<file path="config.mk">
export PLATFORM = sky130hd
export DESIGN_NAME = psram_lcd_scan
export DESIGN_NICKNAME = d
export VERILOG_FILES = /design/src/rtl/psram_lcd_scan.sv
export SDC_FILE = /design/constraint.sdc
export NUM_CORES = 1
export LEC_CHECK = 0
export BUFFER_PORTS_ARGS = -buffer_cell sky130_fd_sc_hd__buf_2
export CELL_PAD_IN_SITES_DETAIL_PLACEMENT = 1
export CELL_PAD_IN_SITES_GLOBAL_PLACEMENT = 1
export CORE_UTILIZATION = 40
export DETAILED_ROUTE_END_ITERATION = 8
export GPL_TIMING_DRIVEN = 0
export PLACE_DENSITY_LB_ADDON = 0.1
export SLEW_MARGIN = 15
export SYNTH_ARGS = -nofsm -noshare
export SYNTH_HDL_FRONTEND = slang
export SYNTH_SLANG_ARGS = --single-unit
export TNS_END_PERCENT = 20
</file>
<file path="constraint.sdc">
create_clock -name clk -period 2.22 [get_ports clk]
set_input_delay 0.444 -clock clk [delete_from_list [all_inputs] [get_ports clk]]
set_output_delay 0.444 -clock clk [all_outputs]
set_load 0.01 [all_outputs]
</file>
<file path="src/rtl/psram_lcd_scan.sv">
// psram_lcd_scan: pixel-clock raster generator that pops RGB565 words from the
// PSRAM read FIFO and drives a parallel RGB LCD (DE/HSYNC/VSYNC). On FIFO
// underrun it emits black pixels, counts the misses and keeps the raster going.
`timescale 1ns/1ps

module psram_lcd_scan #(
    parameter int H_ACTIVE = 480,
    parameter int H_FP     = 8,
    parameter int H_SYNC   = 4,
    parameter int H_BP     = 43,
    parameter int V_ACTIVE = 272,
    parameter int V_FP     = 4,
    parameter int V_SYNC   = 4,
    parameter int V_BP     = 12
) (
    input  logic        clk,
    input  logic        reset,
    input  logic [16:0] fifo_q,
    input  logic        fifo_empty,
    output logic        fifo_rdreq,
    output logic        lcd_de,
    output logic        lcd_hsync,
    output logic        lcd_vsync,
    output logic [4:0]  lcd_r,
    output logic [5:0]  lcd_g,
    output logic [4:0]  lcd_b,
    output logic        frame_start,
    output logic [15:0] underflow_cnt
);

    localparam int unsigned CW = 11;

    localparam logic [CW-1:0] H_ACT_END = CW'(H_ACTIVE);
    localparam logic [CW-1:0] HS_START  = CW'(H_ACTIVE + H_FP);
    localparam logic [CW-1:0] HS_END    = CW'(H_ACTIVE + H_FP + H_SYNC);
    localparam logic [CW-1:0] H_LAST    = CW'(H_ACTIVE + H_FP + H_SYNC + H_BP - 1);
    localparam logic [CW-1:0] V_ACT_END = CW'(V_ACTIVE);
    localparam logic [CW-1:0] VS_START  = CW'(V_ACTIVE + V_FP);
    localparam logic [CW-1:0] VS_END    = CW'(V_ACTIVE + V_FP + V_SYNC);
    localparam logic [CW-1:0] V_LAST    = CW'(V_ACTIVE + V_FP + V_SYNC + V_BP - 1);

    typedef enum logic {
        S_IDLE = 1'b0,
        S_RUN  = 1'b1
    } state_t;

    state_t          state;
    logic [CW-1:0]   h_cnt;
    logic [CW-1:0]   v_cnt;

    logic            run_c;
    logic            active_c;
    logic            hsync_n_c;
    logic            vsync_n_c;
    logic            sof_c;

    logic            active_d;
    logic            hsync_n_d;
    logic            vsync_n_d;
    logic            taken_d;
    logic            sof_d;
    logic            pixel_ok_c;

    // Bit 16 of the FIFO word carries no pixel information.
    logic            fifo_q_unused;
    assign fifo_q_unused = fifo_q[16];

    // Raster position decode from the live counters.
    always_comb begin
        run_c      = (state == S_RUN);
        active_c   = (h_cnt < H_ACT_END) && (v_cnt < V_ACT_END);
        hsync_n_c  = !((h_cnt >= HS_START) && (h_cnt < HS_END));
        vsync_n_c  = !((v_cnt >= VS_START) && (v_cnt < VS_END));
        sof_c      = active_c && (h_cnt == '0) && (v_cnt == '0);
        fifo_rdreq = run_c && active_c && !fifo_empty && !reset;
    end

    // Start-up FSM and free-running h/v counters; IDLE holds the raster at 0,0.
    always_ff @(posedge clk or posedge reset) begin
        if (reset) begin
            state <= S_IDLE;
            h_cnt <= '0;
            v_cnt <= '0;
        end else begin
            case (state)
                S_IDLE: begin
                    h_cnt <= '0;
                    v_cnt <= '0;
                    if (!fifo_empty) begin
                        state <= S_RUN;
                    end
                end
                S_RUN: begin
                    if (h_cnt == H_LAST) begin
                        h_cnt <= '0;
                        if (v_cnt == V_LAST) begin
                            v_cnt <= '0;
                        end else begin
                            v_cnt <= v_cnt + CW'(1);
                        end
                    end else begin
                        h_cnt <= h_cnt + CW'(1);
                    end
                end
                default: begin
                    state <= S_IDLE;
                    h_cnt <= '0;
                    v_cnt <= '0;
                end
            endcase
        end
    end

    // Stage 1: delay timing by one clock so it lines up with the popped word.
    always_ff @(posedge clk or posedge reset) begin
        if (reset) begin
            active_d  <= 1'b0;
            hsync_n_d <= 1'b1;
            vsync_n_d <= 1'b1;
            taken_d   <= 1'b0;
            sof_d     <= 1'b0;
        end else if (run_c) begin
            active_d  <= active_c;
            hsync_n_d <= hsync_n_c;
            vsync_n_d <= vsync_n_c;
            taken_d   <= fifo_rdreq;
            sof_d     <= sof_c;
        end else begin
            active_d  <= 1'b0;
            hsync_n_d <= 1'b1;
            vsync_n_d <= 1'b1;
            taken_d   <= 1'b0;
            sof_d     <= 1'b0;
        end
    end

    // Saturating count of active pixels that found the FIFO empty.
    always_ff @(posedge clk or posedge reset) begin
        if (reset) begin
            underflow_cnt <= '0;
        end else if (run_c && active_c && fifo_empty && (underflow_cnt != 16'hFFFF)) begin
            underflow_cnt <= underflow_cnt + 16'd1;
        end
    end

    // LCD pins: stage-1 timing plus FIFO data, black when no word was popped.
    always_comb begin
        pixel_ok_c  = active_d && taken_d;
        lcd_de      = active_d;
        lcd_hsync   = hsync_n_d;
        lcd_vsync   = vsync_n_d;
        frame_start = sof_d;
        lcd_r       = pixel_ok_c ? fifo_q[15:11] : 5'd0;
        lcd_g       = pixel_ok_c ? fifo_q[10:5]  : 6'd0;
        lcd_b       = pixel_ok_c ? fifo_q[4:0]   : 5'd0;
    end

endmodule

</file>
==> impl_metrics.env, run 1 <==
export IMPL_use_met2_pct=33.71
export IMPL_clkPwrFrac_pct=27.3
export IMPL_period_minus_slack_ns=2.182
export IMPL_critPathLaunchType="flop"
export IMPL_synth_common_cells="dfrtp_1, nor2_1, and3_1, nand3_1, xnor2_1"
export IMPL_layout_nets=335
export IMPL_path_depth=5
export IMPL_clk_path_buf_depth=2
export IMPL_seq_power_share_pct=50.2
export IMPL_first_pass_iters=4
export IMPL_worstPathArrival_ns=1.74
export IMPL_syn_to_final_growth_pct=23.05
export IMPL_ff2ff_path_depth=6
export IMPL_syn_nets=269
export IMPL_stdcell_area_um2=2939
export IMPL_cp_end_kind="output port"
export IMPL_drv_cap=0
export IMPL_fin_tns_setup_ns=0
export IMPL_wire_per_inst_um=14.48
export IMPL_ios=57
export IMPL_synth_avg_cell_area_um2=9.829
export IMPL_synth_top_area_share_pct=44.00
export IMPL_post_drt_via_cell_ratio=5.273
export IMPL_antenna_found_initial=0
export IMPL_slowest_delay_ns=0.43
export IMPL_grt_setup_unrepaired="false"
export IMPL_ys_ff_latch=44
export IMPL_use_met3_pct=3.563
export IMPL_fp_dieH_um=79.28
export IMPL_dp_hpwl_um=4177
export IMPL_globalRouteOverflowTotal=0
export IMPL_switching_power_w=0.0006897
export IMPL_grt_pass1_vias=2013
export IMPL_setup_violations=0
export IMPL_dr_first_iter_drc_count=35
export IMPL_synth_top_area_cell="dfrtp_1"
export IMPL_powerDensity_nw_per_um2=739.6
export IMPL_sw_frac_of_total_pct=31.73
export IMPL_drc=0
export IMPL_htree_levels=2
export IMPL_hold_class="primary input to async pin"
export IMPL_grt_max_degree=30
export IMPL_die_area_um2=6285
export IMPL_power_w=0.002174
export IMPL_register_area_um2=1106
export IMPL_path_class="flop to output port"
export IMPL_portBuffers=55
export IMPL_placedInstanceArea_um2=2774
export IMPL_worst_path_max_delay_cell="dfrtp_2"
export IMPL_p_int_w=0.001484
export IMPL_yosys_cell_count_top_type="dfrtp_1"
export IMPL_path_max_fanout=4
export IMPL_whs_ns=0.1345
export IMPL_multi_input_area_um2=1247
export IMPL_drive_gt1_share_pct=29.45
export IMPL_routed_wl_um=5515
export IMPL_status="finished, final reports clean"
export IMPL_skew_ns=0.007606
export IMPL_ant_nets=0
export IMPL_syn_area_um2=2389
export IMPL_ys_top_cells_by_area="dfrtp_1, xnor2_1, and3_1, nand3_1, nor2_1"
export IMPL_critPathBufInv=1
export IMPL_combPwrFrac_pct=22.5
export IMPL_vias=2009
export IMPL_num_antenna_cells=0
export IMPL_hold_viol_final=0
export IMPL_initial_core_util_pct=42.34
export IMPL_crit_path_cell_trace="o41ai_4, nand2b_4, or2_4, nor3_2, buf_2"
export IMPL_path_clk_slew_ns=0.08
export IMPL_fillers=678
export IMPL_path_delay_family="simple AND/OR/NAND/NOR gates"
export IMPL_cts_sinks=44
export IMPL_gp_congestion=0.7717
export IMPL_grtUsageTotal_pct=19.56
export IMPL_worst_pin_slew_ns=0.5790
export IMPL_grtUsageMet1_pct=24.74
export IMPL_clk_latency_ns=0.29
export IMPL_ys_types=40
export IMPL_relSlewSlack_pct=61.27
export IMPL_yosys_warnings=0
export IMPL_slew_violations=0
export IMPL_core_area_um2=5642
export IMPL_syn_inst=243
export IMPL_cts_tree="built"
export IMPL_yosys_most_used_dff="dfrtp_1"
export IMPL_cts_root_buffer="clkbuf_8"
export IMPL_vdd_ir_drop_max_v=0.0004580
export IMPL_crit_required_ns=1.78
export IMPL_async_flop_share_pct=100.0
export IMPL_rows=27
export IMPL_yosysSeqAreaShare_pct=46.20
export IMPL_grt_pass1_wl_um=9535
export IMPL_p_leak_nw=1.388
export IMPL_numCtsBuffers=5
export IMPL_die_x_um=79.28
export IMPL_finalCritPeriodShare_pct=98.29
export IMPL_synth_edf_count=0
export IMPL_clock_fmax_ghz=0.4583
export IMPL_grt_busiest_layer="met2"
==> timing repair <==
action / in CTS / in global routing
gates resized for setup: 8 / 1
hold buffers: 0 / 0
pin swaps: 1 / 2
setup buffers: 3 / 0
setup endpoints to repair: 1 / 11
==> flip-flops by register name, indices dropped and copies added, names as in the netlist <==
register / count
frame_start: 1
lcd_vsync: 1
taken_d: 1
h_cnt: 11
v_cnt: 11
lcd_de: 1
run_c: 1
lcd_hsync: 1
underflow_cnt: 16
==> cell type report <==
| cell class | instances | area share [%] |
|---|---|---|
| Multi-Input combinational cell | 181 | 42.44 |
| Sequential cell | 44 | 37.63 |
| Timing Repair Buffer | 59 | 10.81 |
| Tap cell | 72 | 3.065 |
| Clock buffer | 6 | 2.469 |
| Inverter | 11 | 1.405 |
| Buffer | 7 | 1.149 |
| Clock inverter | 1 | 1.022 |
==> power by group through the flow <==
stage                     Sequential, W  Clock (W)  Combinational (W)
final                           0.00109   0.000593           0.000488
after global routing            0.00111   0.000641           0.000553
after global placement          0.00110          0           0.000476
after CTS                       0.00109   0.000619           0.000501
after floorplan                 0.00110          0           0.000310
after detailed placement        0.00111          0           0.000496
==> logic make-up (layout without fill, tap and decap cells) <==
kind of cell | after synthesis | after routing | share of synthesized area [%]
AOI/OAI and AO/OA | 24 | 24 | 7.752
xor gates and xnor gates | 24 | 24 | 8.800
adders and majority gates | 6 | 6 | 3.143
buffers and inverters | 18 | 84 | 3.038
DFF | 44 | 44 | 46.20
muxes | 1 | 1 | 0.4714
and+or+nand+nor | 126 | 126 | 30.59
==> placed cells by master, fill, tap and decap left out, types with 9 or more instances in the layout <==
cell type and n:
and3_1 20, buf_2 58, dfrtp_1 40, inv_1 9, nand2_1 16, nand3_1 17, nand4_1 12, nor2_1 22
o21ai_1 11, xnor2_1 17
==> layer usage <==
metal	vias up	wire length [um]
met5	-	0
met4	0	77
met3	8	164
met2	34	2754
met1	981	2519
li1	986	-
==> metrics by stage <==
stage,util [%],setup WS (ns),std cells
detailed placement,49.17,0.1089,371
finish,52.10,0.03789,381
floorplan,-,0.3049,243
global route,52.10,0.001500,381
global placement,48.81,0.1184,370
CTS,51.98,0.007575,381
==> final timing paths <==
check | startpoint | end | slack (ns)
setup / recovery | v_cnt[4] | fifo_rdreq | 0.04
min in group clk | reset | taken_d | 0.36
max in group asynchronous | reset | lcd_vsync | 1.56
hold / removal | reset | frame_start | 0.13
setup reg to reg | v_cnt[8] | v_cnt[8] | 0.15
hold reg to reg | underflow_cnt[15] | underflow_cnt[15] | 0.50
(Power assumes the default switching activity.)
==> run 2: changes to the inputs <==
- CELL_PAD_IN_SITES_DETAIL_PLACEMENT: 1 -> not set
- CELL_PAD_IN_SITES_GLOBAL_PLACEMENT: 1 -> not set
- CORE_UTILIZATION: 40 -> 45
- PLACE_DENSITY: not set -> 0.69
- PLACE_DENSITY_LB_ADDON: 0.1 -> not set
==> run 2 against run 1 <==
Against the previous run:
- sequential cell count is the same
- cell area increased by 1.5%
- register-to-register slack worse by 0.05 ns
- largest power group unchanged
==> impl_metrics.env, run 2 (synthesis results as in run 1) <==
export IMPL_vias=1963
export IMPL_top_register="underflow_cnt"
export IMPL_clk_path_buf_depth=2
export IMPL_grt_max_degree=31
export IMPL_hold_buffers=0
export IMPL_dp_hpwl_um=3661
export IMPL_stdcell_area_um2=2984
export IMPL_grt_setup_unrepaired="true"
export IMPL_htree_levels=2
export IMPL_portBuffers=55
export IMPL_grt_pass1_wl_um=8252
export IMPL_first_pass_iters=4
export IMPL_worst_pin_slew_ns=0.5880
export IMPL_ios=57
export IMPL_fp_dieH_um=74.86
export IMPL_dr_first_iter_drc_count=66
export IMPL_drive_gt1_share_pct=30.35
export IMPL_critPathLaunchType="flop"
export IMPL_layout_nets=338
export IMPL_ant_nets=0
export IMPL_path_clk_slew_ns=0.09
export IMPL_die_x_um=74.86
export IMPL_num_antenna_cells=0
export IMPL_path_class="flop to output port"
export IMPL_vdd_ir_drop_max_v=0.0005422
export IMPL_place_inst=369
export IMPL_fillers=472
export IMPL_period_minus_slack_ns=2.175
export IMPL_die_area_um2=5603
export IMPL_p_leak_nw=1.417
export IMPL_post_drt_via_cell_ratio=5.125
export IMPL_whs_ns=0.1183
export IMPL_syn_to_final_growth_pct=24.93
export IMPL_cts_root_buffer="clkbuf_8"
export IMPL_worstPathArrival_ns=1.73
export IMPL_initial_core_util_pct=46.77
export IMPL_setup_violations=0
export IMPL_final_cells=383
export IMPL_relSlewSlack_pct=60.66
export IMPL_hold_class="primary input to async pin"
export IMPL_top_regs="underflow_cnt x16, h_cnt x11, v_cnt x11"
export IMPL_placedInstanceArea_um2=2771
export IMPL_hold_viol_final=0
export IMPL_antenna_found_initial=0
export IMPL_post_place_ws_ns=0.1305
export IMPL_core_area_um2=5107
export IMPL_drv_cap=0
export IMPL_final_common_cell="buf_2"
export IMPL_slew_violations=0
export IMPL_clk_latency_ns=0.30
export IMPL_finalCritPeriodShare_pct=97.99
export IMPL_grtUsageTotal_pct=19.33
export IMPL_crit_required_ns=1.78
export IMPL_drc=0
export IMPL_skew_ns=0.01207
export IMPL_layout_common_cells="buf_2, dfrtp_1, nor2_1"
export IMPL_rows=26
export IMPL_worst_slack_ns=0.04452
export IMPL_utilization_pct=58.43
export IMPL_status="finished, final reports clean"
export IMPL_routed_wl_um=4993
export IMPL_largest_reg_flops=16
export IMPL_powerDensity_nw_per_um2=765.6
export IMPL_gp_congestion=0.8142
export IMPL_path_max_fanout=4
export IMPL_cts_sinks=44
export IMPL_wire_per_inst_um=13.04
export IMPL_cts_tree="built"
export IMPL_globalRouteOverflowTotal=0
export IMPL_clock_fmax_ghz=0.4597
export IMPL_numCtsBuffers=5
export IMPL_cp_end_kind="output port"
export IMPL_grt_pass1_vias=1867
## run 2: cell count changes in the layout (fill, tap and decap cells not counted), sizes merged
| cell | delta |
|---|---|
| bufinv | +1 |
| buf | +3 |
## run 2: repair_timing
item                                    CTS  global route
endpoints found under the setup margin    1            11
endpoints found under the hold margin     0             0
resized for setup                         5             4
setup buffers                             3             3
pin swaps                                 1             2
## run 2: final cells by class
class | instances | area [um^2] | area share, %
clock buffer | 6 | 72.57 | 2.432
multi-input combinational | 181 | 1242 | 41.64
tap | 70 | 87.58 | 2.935
timing repair buffer | 62 | 340.3 | 11.40
sequential | 44 | 1106 | 37.06
buffer | 7 | 33.78 | 1.132
clock inverter | 2 | 60.06 | 2.013
inverter | 11 | 41.29 | 1.384
## run 2: per-layer routing
layer | part of all wire (%) | global-route usage, % | up-vias
met3 | 2.3 | 3.213 | 6
met5 | 0 | 0 | -
met1 | 48 | 23.72 | 937
met2 | 48 | 33.93 | 27
met4 | 1.3 | 7.547 | 0
li1 | - | - | 993
## run 2: critical path, stage by stage (launching register included)
cell and delay, ns:
dfrtp_2 0.44, o41ai_4 0.37, nand2b_2 0.12, or2_4 0.26, nor3_2 0.10, buf_2 0.15
## run 2: per-stage QoR
stage	TNS, ns	total power (W)
3_3_place_gp	0	0.001561
3_5_place_dp	0	0.001591
2_1_floorplan	0	0.001408
4_1_cts	0	0.002317
5_1_grt	-0.007657	0.002427
6_report	0	0.002285
## run 2: report_power, final
part / switching, W / internal [W] / total (W)
clock: 0.000270 / 0.000450 / 0.000719
combinational: 0.000253 / 0.000229 / 0.000482
sequential: 0.000159 / 0.000924 / 0.00108
total: 0.000682 / 0.00160 / 0.00228
## run 2: path summary, 6_finish.rpt
check	from	end	cells after the start	slack (ns)
hold / removal	reset	taken_d	2	0.12
setup / recovery	v_cnt[6]	fifo_rdreq	5	0.04
min in group clk	reset	taken_d	2	0.36
setup reg to reg	v_cnt[6]	underflow_cnt[8]	7	0.10
hold reg to reg	underflow_cnt[15]	underflow_cnt[15]	1	0.51
max in group asynchronous	reset	lcd_hsync	3	1.57
